===== src/rtl/led_ctrl_pkg.sv =====
// Shared encodings and pattern helpers for the key-driven LED sequencer.
package led_ctrl_pkg;

    typedef enum logic [1:0] {
        MODE_FLOW_L = 2'd0,
        MODE_FLOW_R = 2'd1,
        MODE_BOUNCE = 2'd2,
        MODE_BLINK  = 2'd3
    } mode_e;

    typedef enum logic {
        ST_RUN   = 1'b0,
        ST_PAUSE = 1'b1
    } run_st_e;

    localparam int LEN_FLOW_L = 4;
    localparam int LEN_FLOW_R = 4;
    localparam int LEN_BOUNCE = 6;
    localparam int LEN_BLINK  = 2;

    localparam int NUM_KEYS  = 3;
    localparam int KEY_MODE  = 0;
    localparam int KEY_SPEED = 1;
    localparam int KEY_RUN   = 2;

    // Last valid pattern position; pos wraps to 0 after it.
    function automatic logic [2:0] pat_last(mode_e m);
        case (m)
            MODE_FLOW_L: return 3'(LEN_FLOW_L - 1);
            MODE_FLOW_R: return 3'(LEN_FLOW_R - 1);
            MODE_BOUNCE: return 3'(LEN_BOUNCE - 1);
            default:     return 3'(LEN_BLINK - 1);
        endcase
    endfunction

    function automatic logic [3:0] led_decode(mode_e m, logic [2:0] pos);
        case (m)
            MODE_FLOW_L: return 4'b0001 << pos[1:0];
            MODE_FLOW_R: return 4'b1000 >> pos[1:0];
            MODE_BOUNCE: begin
                case (pos)
                    3'd1:    return 4'b0010;
                    3'd2:    return 4'b0100;
                    3'd3:    return 4'b1000;
                    3'd4:    return 4'b0100;
                    3'd5:    return 4'b0010;
                    default: return 4'b0001;
                endcase
            end
            default: return pos[0] ? 4'b0000 : 4'b1111;
        endcase
    endfunction

endpackage


===== src/rtl/led_mode_ctrl_if.sv =====
// Board-facing signals of the LED mode controller: raw keys in, LED drive and status out.
interface led_mode_ctrl_if;
    logic [2:0] key;
    logic [3:0] led;
    logic [1:0] mode;
    logic [1:0] speed;
    logic       running;

    modport master (output key, input led, mode, speed, running);
    modport slave  (input key, output led, mode, speed, running);
endinterface


===== src/rtl/key_debounce.sv =====
// Active-low key debouncer: 2-FF sync, stability counter, one-cycle press pulse on stable fall.
module key_debounce #(
    parameter int DEBOUNCE_CYC = 4
) (
    input  logic sys_clk,
    input  logic sys_rst_n,
    input  logic key_n,
    output logic press
);
    localparam int CW = (DEBOUNCE_CYC > 1) ? $clog2(DEBOUNCE_CYC) : 1;
    localparam logic [CW-1:0] CNT_LAST = CW'(DEBOUNCE_CYC - 1);

    logic [1:0]    sync_q;
    logic          stable_q;
    logic [CW-1:0] cnt_q;

    always_ff @(posedge sys_clk or negedge sys_rst_n) begin
        if (!sys_rst_n) begin
            sync_q   <= 2'b11;
            stable_q <= 1'b1;
            cnt_q    <= '0;
            press    <= 1'b0;
        end else begin
            sync_q <= {sync_q[0], key_n};
            press  <= 1'b0;
            // Count only while the synced level disagrees with the stable one.
            if (sync_q[1] == stable_q) begin
                cnt_q <= '0;
            end else if (cnt_q == CNT_LAST) begin
                stable_q <= sync_q[1];
                cnt_q    <= '0;
                press    <= ~sync_q[1];
            end else begin
                cnt_q <= cnt_q + 1'b1;
            end
        end
    end
endmodule


===== src/rtl/led_mode_ctrl.sv =====
// Key-driven LED pattern sequencer: mode/speed selection, run/pause, and pattern stepping.
module led_mode_ctrl
    import led_ctrl_pkg::*;
#(
    parameter int CLK_FREQ_HZ = 50_000_000,
    parameter int DEBOUNCE_MS = 20,
    parameter int TICK_BASE   = 25_000_000
) (
    input  logic            sys_clk,
    input  logic            sys_rst_n,
    led_mode_ctrl_if.slave  io
);
    localparam int DEBOUNCE_CYC = CLK_FREQ_HZ / 1000 * DEBOUNCE_MS;
    localparam int TW           = $clog2(TICK_BASE);

    logic [NUM_KEYS-1:0] press;

    genvar k;
    generate
        for (k = 0; k < NUM_KEYS; k++) begin : g_key
            key_debounce #(.DEBOUNCE_CYC(DEBOUNCE_CYC)) u_db (
                .sys_clk   (sys_clk),
                .sys_rst_n (sys_rst_n),
                .key_n     (io.key[k]),
                .press     (press[k])
            );
        end
    endgenerate

    run_st_e st_q, st_d;
    logic    running;

    always_ff @(posedge sys_clk or negedge sys_rst_n) begin
        if (!sys_rst_n) st_q <= ST_RUN;
        else            st_q <= st_d;
    end

    always_comb begin
        st_d    = st_q;
        running = (st_q == ST_RUN);
        if (press[KEY_RUN]) st_d = (st_q == ST_RUN) ? ST_PAUSE : ST_RUN;
    end

    mode_e       mode_q;
    logic [1:0]  speed_q;
    logic [2:0]  pos_q;
    logic [3:0]  led_q;
    logic [TW-1:0] tick_cnt_q, tick_last;
    logic        clr, count_en, tick;

    // Terminal count for the current speed, taken at full counter width.
    assign tick_last = TW'((TICK_BASE >> speed_q) - 1);
    assign clr       = press[KEY_MODE] | press[KEY_SPEED];
    assign count_en  = running & ~press[KEY_RUN];
    assign tick      = count_en & ~clr & (tick_cnt_q == tick_last);

    always_ff @(posedge sys_clk or negedge sys_rst_n) begin
        if (!sys_rst_n) begin
            tick_cnt_q <= '0;
        end else if (clr) begin
            tick_cnt_q <= '0;
        end else if (count_en) begin
            tick_cnt_q <= (tick_cnt_q == tick_last) ? '0 : tick_cnt_q + 1'b1;
        end
    end

    always_ff @(posedge sys_clk or negedge sys_rst_n) begin
        if (!sys_rst_n) begin
            mode_q  <= MODE_FLOW_L;
            speed_q <= 2'd0;
            pos_q   <= 3'd0;
            led_q   <= 4'b0000;
        end else begin
            led_q <= led_decode(mode_q, pos_q);
            if (press[KEY_MODE])  mode_q  <= mode_e'(mode_q + 2'd1);
            if (press[KEY_SPEED]) speed_q <= speed_q + 2'd1;
            // Mode press wins over a coincident tick; speed press already masks tick.
            if (press[KEY_MODE])  pos_q <= 3'd0;
            else if (tick)        pos_q <= (pos_q == pat_last(mode_q)) ? 3'd0 : pos_q + 3'd1;
        end
    end

    assign io.led     = led_q;
    assign io.mode    = mode_q;
    assign io.speed   = speed_q;
    assign io.running = running;
endmodule

===== src/flat_wrapper.sv =====
// flat-port wrapper written by rule: the top's interface ports become plain ports
module led_mode_ctrl_flat import led_ctrl_pkg::*;
#(
    parameter int CLK_FREQ_HZ = 50_000_000,
    parameter int DEBOUNCE_MS = 20,
    parameter int TICK_BASE   = 25_000_000
)
  (sys_clk, sys_rst_n, io_key, io_led, io_mode, io_speed, io_running);
  led_mode_ctrl_if io_i ();
  input  logic sys_clk;
  input  logic sys_rst_n;
  input wire logic [$bits(io_i.key)-1:0] io_key;
  output wire logic [$bits(io_i.led)-1:0] io_led;
  output wire logic [$bits(io_i.mode)-1:0] io_mode;
  output wire logic [$bits(io_i.speed)-1:0] io_speed;
  output wire logic [$bits(io_i.running)-1:0] io_running;
  assign io_i.key = io_key;
  assign io_led = io_i.led;
  assign io_mode = io_i.mode;
  assign io_speed = io_i.speed;
  assign io_running = io_i.running;
  led_mode_ctrl #(.CLK_FREQ_HZ(CLK_FREQ_HZ), .DEBOUNCE_MS(DEBOUNCE_MS), .TICK_BASE(TICK_BASE)) u_core (.sys_clk(sys_clk), .sys_rst_n(sys_rst_n), .io(io_i));
endmodule

===== config.mk =====
export PLATFORM = sky130hd
export DESIGN_NAME = led_mode_ctrl_flat
export DESIGN_NICKNAME = d
export VERILOG_FILES = /design/src/rtl/led_ctrl_pkg.sv /design/src/rtl/led_mode_ctrl_if.sv /design/src/rtl/key_debounce.sv /design/src/rtl/led_mode_ctrl.sv /design/src/flat_wrapper.sv
export SDC_FILE = /design/constraint.sdc
export NUM_CORES = 1
export LEC_CHECK = 0
export ABC_AREA = 1
export BUFFER_PORTS_ARGS = -buffer_cell sky130_fd_sc_hd__buf_4
export CAP_MARGIN = 20
export CORE_MARGIN = 2
export CORE_UTILIZATION = 47
export CTS_BUF_LIST = sky130_fd_sc_hd__clkbuf_16
export CTS_CLUSTER_SIZE = 40
export DETAILED_ROUTE_END_ITERATION = 12
export PLACE_DENSITY = 0.6
export RECOVER_POWER = 100
export SLEW_MARGIN = 15
export SYNTH_ARGS = -nofsm -noshare
export SYNTH_HDL_FRONTEND = slang
export SYNTH_SLANG_ARGS = --single-unit
export TNS_END_PERCENT = 1

===== constraint.sdc =====
create_clock -name sys_clk -period 4.2 [get_ports sys_clk]
set_input_delay 0.63 -clock sys_clk [delete_from_list [all_inputs] [get_ports sys_clk]]
set_output_delay 0.63 -clock sys_clk [all_outputs]
set_load 0.05 [all_outputs]

Word-level counts from Yosys, hierarchy flattened
Cells that the tools add are included.
Widths: inputs -> output; s select.
{ "totals": {"regBits": 109, "input_bits": 5, "word_cells": 91} }
{ "op_classes": {"add_sub_neg": 8, "n_eq_ne": 15, "shifts": 3, "mux": 25, "n_bitwise": 13, "n_reduce_logical": 9} }
{ "ops": {"columns": ["cell", "count"], "rows": [
  ["$mux 20", 6],
  ["$mux 25", 3],
  ["$add 20x1->20 const B", 3],
  ["$eq 20x20->1 const B", 3],
  ["$add 25x1->25 const B", 1],
  ["$eq 25x25->1", 1],
  ["$shr 25x2->25 const A", 1],
  ["$sub 25x2->25 const B", 1],
  ["$pmux 4 s3", 2],
  ["$mux 3", 5],
  ["$not 1->1", 9],
  ["$mux 1", 7],
  ["$eq 3x2->1 const B", 2],
  ["$eq 3x3->1 const B", 2],
  ["$pmux 3 s2", 1],
  ["$reduce_and 2->1", 3],
  ["$reduce_or 2->1", 3],
  ["$add 2x1->2 const B", 2],
  ["$mux 4", 1],
  ["$reduce_bool 2->1", 2],
  ["$shl 1x2->4 const A", 1],
  ["$shr 4x2->4 const A", 1],
  ["$add 3x1->3 const B", 1],
  ["$and 1x1->1", 3],
  ["other kinds (7)", 9]
]} }

Longest topological paths before layout
Gate-level depths: netlist of the first run.
{ "depth": {"word_depth": 10, "depth_mapped": 15, "ltp_nobuf": 14} }

Cells and area by module
From an unflattened synthesis of the first run, not the netlist that was laid out.
{ "unflattened": {"cells_unflattened": 968, "area_unflattened_um2": 7253.2} }
{ "by_module_without_submodules": {"columns": ["mod", "n_inst", "cells_each", "area_per_inst_um2"], "rows": [
  ["key_debounce", 3, 168, 1372.6],
  ["led_mode_ctrl", 1, 464, 3135.5]
]} }

Least setup slack after synthesis of the first run
Ideal clock, no wire load.
{ "synth_path": {"kind": "flip-flop to flip-flop", "start": "reg u_core.speed_q[0] (netlist: u_core.io.speed[0])", "end": "reg u_core.tick_cnt_q[6]", "setup_ns": 0.123, "arrival_time_ns": 2.340, "required_ns": 4.077, "slack_ns": 1.737, "stages_incl_launch_ff": 16, "n_path_buf": 1, "cell_sequence": "dfrtp_1 > inv_1 > ha_1 > inv_1 > ha_1 > inv_1 > nand2_1 > nand2_1 > nand2_1 > nor2_2 > nand2_1 > nor2_4 > nand2_2 > nand2_4 > buf_12 > o21ai_2"} }
{ "synth_between": {"elab_chain_cells": 6} }
{ "synth_lines": {"columns": ["item", "line_no", "text"], "rows": [
  ["start: declaration", "led_mode_ctrl.sv:45", "logic [1:0] speed_q;"],
  ["start signal: assignment", "led_mode_ctrl.sv:76", "if (press[KEY_SPEED]) speed_q <= speed_q + 2'd1;"],
  ["$shr 25x2->25", "led_mode_ctrl.sv:52", "assign tick_last = TW'((TICK_BASE >> speed_q) - 1);"],
  ["$sub 25x2->25", "led_mode_ctrl.sv:52", null],
  ["$eq 25x25->1", "led_mode_ctrl.sv:63", "tick_cnt_q <= (tick_cnt_q == tick_last) ? '0 : tick_cnt_q + 1'b1;"],
  ["$mux 25", "led_mode_ctrl.sv:63", null],
  ["$mux 25", "led_mode_ctrl.sv:62", "end else if (count_en) begin"],
  ["$mux 25", "led_mode_ctrl.sv:60", "end else if (clr) begin"],
  ["end signal: assignment", "led_mode_ctrl.sv:63", null],
  ["end: declaration", "led_mode_ctrl.sv:48", "logic [TW-1:0] tick_cnt_q, tick_last;"]
]} }
Every way passes these cells. The select of a mux whose other input is x is not followed.
A chain may end at the register's enable or synchronous reset.

==> impl_metrics.env, run 1 <==
export IMPL_setup_violations=0
export IMPL_cts_sinks=109
export IMPL_synth_async_reset_ratio=1.00
export IMPL_clock_skew_ps=9.80
export IMPL_peakVddDrop_uv=180
export IMPL_synth_most_common_cell="nand2_1"
export IMPL_cts_resized=0
export IMPL_crit_type="primary input to async pin"
export IMPL_maxSlewViolCount=52
export IMPL_detail_route_antenna_nets=0
export IMPL_critPathLaunchType="primary input"
export IMPL_netlist_area_mm2=0.00655
export IMPL_yosys_top_cells_count="211 x nand2_1, 144 x nor2_1, 106 x inv_1"
export IMPL_clk_pin_slew_worst_paths_ps=70
export IMPL_power_uw=2070
export IMPL_grt_antenna_before_repair=0
export IMPL_dieArea_mm2=0.0149
export IMPL_maxSlewHeadroom=-0.768
export IMPL_initial_core_util=0.477
export IMPL_wl_mm=14.0
export IMPL_nets=896
export IMPL_crit_start="sys_rst_n"
export IMPL_synth_fp_nets=880
export IMPL_crit_buf_inv=2
export IMPL_min_path_type="register to register"
export IMPL_synth_top_cell_area_share=0.382
export IMPL_track_usage=0.206
export IMPL_critical_path_top_delay_family="buffers and inverters"
export IMPL_synth_distinct_cells=44
export IMPL_synth_area_leaders="dfrtp_1 38%, nand2_1 12%, nor2_1 8.3%"
export IMPL_clockBufferDepth=2
export IMPL_io_buffer_count=13
export IMPL_area_delta_synth_final_pct=5.92
export IMPL_grt_pass1_vias=5257
export IMPL_holdBufCountCts=0
export IMPL_n_antenna_cell=0
export IMPL_cp_cell_sequence="clkbuf_1, buf_4"
export IMPL_overflow=0
export IMPL_dominantRegCellSynth="dfrtp_1"
export IMPL_maxCapViolCount=1
export IMPL_dr_first_iter_drc_count=275
export IMPL_violations="max-capacitance violations, max-slew violations"
export IMPL_slowest_stage="clkbuf_1"
export IMPL_rows=43
export IMPL_place_gp_congestion=0.893
export IMPL_combinationalPowerShare=0.024
export IMPL_grt_max_degree=52
export IMPL_final_core_util=0.506
export IMPL_tns_ps=0
export IMPL_min_from="u_core.g_key[0].u_db.sync_q[0]$_DFF_PN1_"
export IMPL_synth_cells=854
export IMPL_p_sw_uw=464
export IMPL_p_leak_uw=0.00320
export IMPL_first_pass_iters=5
export IMPL_dp_slack_ps=1700
export IMPL_ys_warn_count=0
export IMPL_layout_min_cycle_time_ps=2660
export IMPL_post_dp_hpwl_mm=10.4
export IMPL_worst_pin_slew_ps=2650
export IMPL_drc_errors=0
export IMPL_cp_num_cells=2
export IMPL_worstHoldPathCells=0
export IMPL_hold_violations=0
export IMPL_wl_per_cell_um=13.3
export IMPL_synth_top_area_cell="dfrtp_1"
export IMPL_reg2regPathDepth=13
export IMPL_cts_tree="built"
export IMPL_power_per_cell_area_mw_per_mm2=298
export IMPL_htreeDepth=3
export IMPL_grt_pass1_wl_mm=24.5
export IMPL_p_seq_frac=0.516
export IMPL_hold_slack_ps=360
export IMPL_viasPerCell=5.05
export IMPL_setup_ws_ps=1540
export IMPL_core_mm2=0.0137
export IMPL_post_synth_cell_area_avg_um2=7.67
export IMPL_postCtsSetupBuffers=0
export IMPL_num_fill_cells=1367
export IMPL_io_pins=14
export IMPL_worstSetupEndpointType="async pin"
export IMPL_switching_share=0.224
export IMPL_die_x_um=122
export IMPL_via_count=5326
export IMPL_rr_startpoint="u_core.io.speed[0]$_DFFE_PN0P_"
export IMPL_status="finished, violations left"
export IMPL_crit_fanout=51
export IMPL_period_share=0.634
export IMPL_insertion_delay_ps=360
export IMPL_ys_ff_latch=109
export IMPL_clock_fmax_mhz=376
export IMPL_cts_root_buf="clkbuf_16"
export IMPL_drive_above_1_share=0.0674
export IMPL_die_h_um=122
export IMPL_cts_buffers=9
export IMPL_cp_data_required_time_ps=4670
export IMPL_critPathMaxStageDelay_ps=1840
export IMPL_rsz0062_at_grt="no"
export IMPL_p_clk_frac=0.459
export IMPL_synth_edf_count=0
export IMPL_ys_seq_area_frac=0.418
export IMPL_cp_arrival_ps=3130
export IMPL_p_int_uw=1600
[area by class of cell]
type / instances / area, um2 / area share
clock buffers: 9 / 225 / 0.0325
clock inverters: 7 / 109 / 0.0157
inverters: 114 / 430 / 0.0620
multi-input cells: 620 / 3130 / 0.451
flip-flops and latches: 109 / 2740 / 0.395
well taps: 180 / 225 / 0.0325
repair buffers: 16 / 78.8 / 0.0114
[metrics by stage]
step / std cells / cell area (um2)
3_3_place_gp: 1039 / 6800
4_1_cts: 1055 / 7130
3_5_place_dp: 1039 / 6800
6_report: 1055 / 6940
5_1_grt: 1055 / 6940
2_1_floorplan: 854 / 6550
[kinds of logic (layout without fill, tap and decap cells)]
logic type | Yosys count | in the layout | share of synthesized area
adders and majority gates | 21 | 21 | 0.0401
buffers and inverters | 125 | 146 | 0.0808
AOI/OAI and AO/OA | 64 | 64 | 0.0653
xor gates and xnor gates | 43 | 43 | 0.0575
DFF | 109 | 109 | 0.418
and+or+nand+nor | 492 | 492 | 0.338
[power by group through the flow]
stage          clock network [uW]  logic [uW]  registers (uW)
3_5_place_dp                    0        54.5            1090
4_1_cts                       975        55.0            1070
3_3_place_gp                    0        53.7            1090
5_1_grt                      1010        61.0            1070
6_report                      949        50.5            1070
2_1_floorplan                   0        22.1            1090
[routing by layer]
layer | wire length [um] | track usage | up-vias
met2 | 6510 | 0.338 | 93
met4 | 326 | 0.0797 | 0
met1 | 6740 | 0.276 | 2496
met3 | 431 | 0.0290 | 20
met5 | 0 | 0 | -
li1 | - | - | 2717
[placed cells by master (no fill, tap or decap), drive strengths merged, types with 2 or more instances in the layout]
cell,instances
clkbuf,23
nor3,32
dfstp,9
clkinvlp,2
bufinv,2
nand4,21
nor3b,2
xor2,35
o21ai,46
buf,2
dfrtp,100
nand3,53
nor2,158
inv,115
a21oi,10
ha,21
nand2,220
clkinv,2
xnor2,8
nor4,3
nand3b,2
[path summary, 6_finish.rpt]
kind                                                            endpoint  slack [ps]
max in group sys_clk                   u_core.tick_cnt_q[20]$_DFFE_PN0P_        1710
worst max-delay path            u_core.g_key[0].u_db.sync_q[0]$_DFF_PN1_        1540
worst min-delay path            u_core.g_key[0].u_db.sync_q[1]$_DFF_PN1_         360
min in group asynchronous              u_core.tick_cnt_q[10]$_DFFE_PN0P_        1090
worst min register to register  u_core.g_key[0].u_db.sync_q[1]$_DFF_PN1_         360
worst max register to register         u_core.tick_cnt_q[20]$_DFFE_PN0P_        1710
[sequential cells by signal, indices dropped and copies added, names as in the netlist]
register	count
u_core.g_key.u_db.cnt_q	60
u_core.tick_cnt_q	25
u_core.g_key.u_db.sync_q	6
u_core.io.led	4
u_core.g_key.u_db.press	3
u_core.g_key.u_db.stable_q	3
u_core.pos_q	3
u_core.io.mode	2
u_core.io.speed	2
u_core.st_q	1
[worst reg2reg max path, cell delays in order, from the launching register on]
cell     delay (ps)
dfrtp_1         530
ha_1            340
inv_1           100
ha_1            300
inv_1            60
nand2_1          40
nand2_1          80
nand2_1          70
nor2_2          100
nand2_1          50
nor2_1          170
nand2_1         180
nand2_4         230
o21ai_0         130
Note: power is estimated with default switching activity, not from simulation.
==> run 2, diff against run 1 <==
Settings changed: PLACE_DENSITY 0.6 to 0.62.
Clock period 4.2 ns to 2.3 ns, I/O delays scaled along.
==> run 2 against run 1 <==
Effect of this change: the flow now finishes without violations; combinational power rose by 87%; count of clock-buffer cells in the layout did not move; die area did not move; critical path depth increased by 13; final area increased by 2.2%; via count is 1.9% higher; global-route usage is 0.56 points lower; sequential share of layout area is 0.80 points lower; sequential power up 82%; first-iteration DRC count increased by 22%; core utilization rose by 1.1 points; wire length fell by 3.0%.
==> impl_metrics.env, run 2 (same netlist as run 1, synthesis figures left out) <==
export IMPL_post_dp_hpwl_mm=10.3
export IMPL_clockBufferDepth=2
export IMPL_grt_pass1_vias=5323
export IMPL_dr_first_iter_drc_count=336
export IMPL_peakVddDrop_uv=476
export IMPL_critical_path_top_delay_family="simple AND/OR/NAND/NOR gates"
export IMPL_grt_antenna_before_repair=0
export IMPL_p_int_uw=2920
export IMPL_cp_cell_sequence="inv_2, ha_1, inv_1, ha_1, inv_1, nand2_1, nand2_1, nand2_1, nor2_2, nand2_1, nor2_4, nand2_2, nand2_4, buf_12, o21ai_2"
export IMPL_crit_buf_inv=4
export IMPL_overflow=0
export IMPL_reg_top3="u_core.g_key.u_db.cnt_q: 60 flops, u_core.tick_cnt_q: 25 flops, u_core.g_key.u_db.sync_q: 6 flops"
export IMPL_clock_skew_ps=8.21
export IMPL_io_buffer_count=13
export IMPL_tns_ps=0
export IMPL_place_gp_congestion=0.946
export IMPL_cpMostUsedCell="nand2_1"
export IMPL_p_seq_frac=0.522
export IMPL_p_leak_uw=0.00328
export IMPL_htreeDepth=3
export IMPL_cts_tree="built"
export IMPL_setup_violations=0
export IMPL_clk_pin_slew_worst_paths_ps=70
export IMPL_worstSetupEndpointType="register"
export IMPL_final_cell_mix="212 x nand2_1, 147 x nor2_1, 108 x inv_1, 98 x dfrtp_1, 49 x nand3_1"
export IMPL_layout_commonest_cell="nand2_1"
export IMPL_regMostFlops="u_core.g_key.u_db.cnt_q"
export IMPL_io_pins=14
export IMPL_rows=43
export IMPL_via_count=5427
export IMPL_power_per_cell_area_mw_per_mm2=527
export IMPL_hold_violations=0
export IMPL_power_uw=3730
export IMPL_cts_root_buf="clkbuf_16"
export IMPL_cp_arrival_ps=2340
export IMPL_drive_above_1_share=0.102
export IMPL_die_x_um=122
export IMPL_status="completed"
export IMPL_viasPerCell=5.11
export IMPL_critPathMaxStageDelay_ps=430
export IMPL_initial_core_util=0.477
export IMPL_wl_per_cell_um=12.8
export IMPL_postCtsSetupBuffers=0
export IMPL_die_h_um=122
export IMPL_p_sw_uw=813
export IMPL_core_mm2=0.0137
export IMPL_hold_slack_ps=99.8
export IMPL_grt_max_degree=40
export IMPL_insertion_delay_ps=350
export IMPL_crit_fanout=13
export IMPL_drc_errors=0
export IMPL_wl_mm=13.6
export IMPL_detail_route_antenna_nets=0
export IMPL_largest_reg_flops=60
export IMPL_p_clk_frac=0.452
export IMPL_worst_pin_slew_ps=886
export IMPL_track_usage=0.200
export IMPL_first_pass_iters=5
export IMPL_combinationalPowerShare=0.025
export IMPL_crit_type="register to register"
export IMPL_cts_buffers=9
export IMPL_period_share=0.913
export IMPL_cts_sinks=109
export IMPL_slowest_stage="dfrtp_2"
export IMPL_maxSlewViolCount=0
export IMPL_clock_fmax_mhz=476
export IMPL_nets=903
export IMPL_cp_data_required_time_ps=2540
export IMPL_dieArea_mm2=0.0149
export IMPL_critPathLaunchType="register"
export IMPL_switching_share=0.218
export IMPL_grt_pass1_wl_mm=24.0
export IMPL_min_path_type="primary input to register"
export IMPL_n_antenna_cell=0
export IMPL_layout_min_cycle_time_ps=2100
export IMPL_maxCapViolCount=0
export IMPL_area_delta_synth_final_pct=8.21
export IMPL_maxSlewHeadroom=0.409
==> run 2: cell types whose count changed in the layout (fill, tap and decap cells not counted), sizes merged <==
cell | before | now
buf | 2 | 6
dlygate4sd3 | 0 | 1
clkinvlp | 2 | 1
clkbuf | 23 | 25
clkinv | 2 | 3
==> run 2: repair_timing <==
item                       in CTS  in global routing
hold endpoints to repair       29                  0
setup endpoints to repair       0                 20
resized for setup               0                  3
hold buffers                    1                  0
==> run 2: routing by layer <==
| metal | up-vias | GRT usage | share of wire |
|---|---|---|---|
| met5 | - | 0 | 0 |
| met4 | 0 | 0.0841 | 0.024 |
| met3 | 23 | 0.0304 | 0.038 |
| met2 | 108 | 0.333 | 0.47 |
| met1 | 2562 | 0.261 | 0.47 |
| li1 | 2734 | - | - |
==> run 2: layout make-up <==
class	instances	area, um2
clock inverter	7	97.6
multi-input combinational	620	3220
clock buffer	9	225
fill	1367	6630
tap	180	225
inverter	114	430
timing repair buffer	23	151
sequential	109	2740
==> run 2: path summary, 6_finish.rpt <==
path	start	to	slack, ps	depth (start not counted)
max reg2reg	u_core.io.speed[0]$_DFFE_PN0P_	u_core.tick_cnt_q[12]$_DFFE_PN0P_	200	15
min reg2reg	u_core.g_key[0].u_db.sync_q[0]$_DFF_PN1_	u_core.g_key[0].u_db.sync_q[1]$_DFF_PN1_	360	0
max	u_core.io.speed[0]$_DFFE_PN0P_	u_core.tick_cnt_q[12]$_DFFE_PN0P_	200	15
max in group asynchronous	sys_rst_n	u_core.g_key[1].u_db.stable_q$_DFFE_PN1P_	510	3
min	io_key[0]	u_core.g_key[0].u_db.sync_q[0]$_DFF_PN1_	100	1
min in group asynchronous	sys_rst_n	u_core.tick_cnt_q[22]$_DFFE_PN0P_	640	2
==> run 2: power by group through the flow <==
stage | Sequential (uW) | Clock, uW | Combinational, uW
after floorplan | 1990 | 0 | 40.4
after global placement | 1990 | 0 | 105
after global routing | 1950 | 1800 | 111
final | 1950 | 1690 | 94.5
after detailed placement | 1990 | 0 | 107
after CTS | 1950 | 1730 | 109
==> run 2: per-stage QoR <==
step / area (um2) / worst slack, ps / cells / utilization
finish: 7090 / 201 / 1062 / 0.517
detailed placement: 6880 / 131 / 1045 / 0.502
global placement: 6880 / 181 / 1045 / 0.502
CTS: 7210 / 118 / 1062 / 0.526
global route: 7090 / -1.71 / 1062 / 0.517
floorplan: 6550 / 74.2 / 854 / -
==> run 3, diff against run 2 <==
Settings changed: GPL_TIMING_DRIVEN set to 0, RECOVER_POWER 100 to not set.
==> run 3 against run 2 <==
Effect of this change: total power down 2.1%; clock power down 5%; critical path depth unchanged; die area unchanged; sequential cell count unchanged; hold slack worse by 15 ps; cell count up 1.1%; count of clock-buffer cells in the layout unchanged; fmax down 2.0%; non-clock buffer count up 12; sequential share of layout area down 1.5 points; clock skew up 1.3 ps; critical endpoint is now u_core.tick_cnt_q[19]$_DFFE_PN0P_; largest power group unchanged; highest routed layer unchanged.
==> impl_metrics.env, run 3 (same netlist as run 1, synthesis figures left out) <==
export IMPL_viasPerCell=5.11
export IMPL_clockBufferDepth=2
export IMPL_post_dp_hpwl_mm=10.1
export IMPL_place_gp_congestion=0.895
export IMPL_p_leak_uw=0.00347
export IMPL_cts_tree="built"
export IMPL_detail_route_antenna_nets=0
export IMPL_drc_errors=0
export IMPL_reg_top3="u_core.g_key.u_db.cnt_q: 60 flops, u_core.tick_cnt_q: 25 flops, u_core.g_key.u_db.sync_q: 6 flops"
export IMPL_drive_above_1_share=0.151
export IMPL_crit_fanout=5
export IMPL_gr_usage_met2=0.336
export IMPL_setup_ws_ps=157
export IMPL_cts_root_buf="clkbuf_16"
export IMPL_critPathLaunchType="register"
export IMPL_core_mm2=0.0137
export IMPL_via_count=5484
export IMPL_status="completed"
export IMPL_setup_violations=0
export IMPL_regMostFlops="u_core.g_key.u_db.cnt_q"
export IMPL_period_share=0.932
export IMPL_wl_per_cell_um=13.2
export IMPL_htreeDepth=3
export IMPL_hold_violations=0
export IMPL_wl_mm=14.1
export IMPL_dr_first_iter_drc_count=348
export IMPL_power_per_cell_area_mw_per_mm2=495
export IMPL_n_antenna_cell=0
export IMPL_io_buffer_count=13
export IMPL_clk_pin_slew_worst_paths_ps=70
export IMPL_slowest_stage="dfrtp_2"
export IMPL_final_core_util=0.538
export IMPL_die_h_um=122
export IMPL_crit_type="register to register"
export IMPL_overflow=0
export IMPL_critPathMaxStageDelay_ps=450
export IMPL_cts_sinks=109
export IMPL_maxSlewHeadroom=0.590
export IMPL_crit_buf_inv=4
export IMPL_clock_skew_ps=9.51
export IMPL_grtUsageMet3=0.0529
export IMPL_critical_path_top_delay_family="simple AND/OR/NAND/NOR gates"
export IMPL_busiest_layer="met2"
export IMPL_first_pass_iters=5
export IMPL_dieArea_mm2=0.0149
export IMPL_cts_buffers=9
export IMPL_grt_max_degree=110
export IMPL_area_delta_synth_final_pct=12.7
export IMPL_grt_util_met1=0.261
export IMPL_initial_core_util=0.477
export IMPL_worst_pin_slew_ps=614
export IMPL_rows=43
export IMPL_clock_fmax_mhz=467
export IMPL_grt_antenna_before_repair=0
export IMPL_dp_slack_ps=-129
export IMPL_worstSetupEndpointType="register"
export IMPL_nets=915
export IMPL_maxSlewViolCount=0
export IMPL_power_uw=3650
export IMPL_peakVddDrop_uv=514
export IMPL_grt_pass1_wl_mm=24.2
export IMPL_cp_arrival_ps=2390
export IMPL_hold_slack_ps=84.5
export IMPL_die_x_um=122
export IMPL_cp_cell_sequence="buf_4, ha_4, inv_4, ha_4, inv_1, nand2_1, nand2_2, nand2_1, nor2_2, nand2_2, nor2_4, nand2_4, nand2_8, clkbuf_16, o21ai_2"
export IMPL_final_cell_mix="209 x nand2_1, 144 x nor2_1, 104 x inv_1, 98 x dfrtp_1, 46 x nand3_1"
export IMPL_layout_min_cycle_time_ps=2140
export IMPL_grt_pass1_vias=5338
export IMPL_track_usage=0.203
export IMPL_cp_data_required_time_ps=2550
export IMPL_min_path_type="primary input to register"
export IMPL_insertion_delay_ps=360
export IMPL_layout_commonest_cell="nand2_1"
export IMPL_maxCapViolCount=0
export IMPL_io_pins=14
export IMPL_largest_reg_flops=60
run 3: cell type report:
type,count,area (um2)
Tap cell,180,225
Buffer,11,98.8
Clock buffer,9,225
Sequential cell,109,2740
Clock inverter,7,72.6
Inverter,114,435
Timing Repair Buffer,24,241
Fill cell,1287,6340
Multi-Input combinational cell,620,3340
run 3: through the flow:
stage / cells / area (um2) / TNS, ps
final: 1074 / 7380 / 0
after global routing: 1074 / 7380 / -0.459
after CTS: 1065 / 7200 / 0
after detailed placement: 1047 / 6880 / -2440
after global placement: 1047 / 6880 / -1850
after floorplan: 854 / 6550 / 0
run 3: metal layers:
layer / up-vias / wire (um)
met2: 115 / 6680
met4: 0 / 243
met5: - / 0
met1: 2587 / 6570
met3: 25 / 650
li1: 2757 / -
run 3: power breakdown:
part           internal (uW)  total [uW]  switching [uW]  leakage [uW]
registers               1940        1950            15.3       0.00146
clock network            853        1600             747      0.000153
logic                   28.0         101            72.7       0.00186
total                   2820        3650             835       0.00347
run 3: what timing repair did:
action,CTS,global route
resized for setup,3,12
pin swaps,0,3
hold buffers,0,1
hold endpoints to repair,0,29
buffers inserted,2,5
cloned,0,2
endpoints found under the setup margin,21,26
run 3: path summary, 6_finish.rpt:
kind | from | to | slack, ps | cells after the start
setup / recovery | u_core.io.speed[0]$_DFFE_PN0P_ | u_core.tick_cnt_q[19]$_DFFE_PN0P_ | 160 | 15
max in group asynchronous | sys_rst_n | u_core.g_key[0].u_db.stable_q$_DFFE_PN1P_ | 1140 | 3
min in group asynchronous | sys_rst_n | u_core.tick_cnt_q[13]$_DFFE_PN0P_ | 430 | 2
setup reg to reg | u_core.io.speed[0]$_DFFE_PN0P_ | u_core.tick_cnt_q[19]$_DFFE_PN0P_ | 160 | 15
hold reg to reg | u_core.g_key[2].u_db.sync_q[0]$_DFF_PN1_ | u_core.g_key[2].u_db.sync_q[1]$_DFF_PN1_ | 360 | 0
hold / removal | io_key[2] | u_core.g_key[2].u_db.sync_q[0]$_DFF_PN1_ | 80 | 1
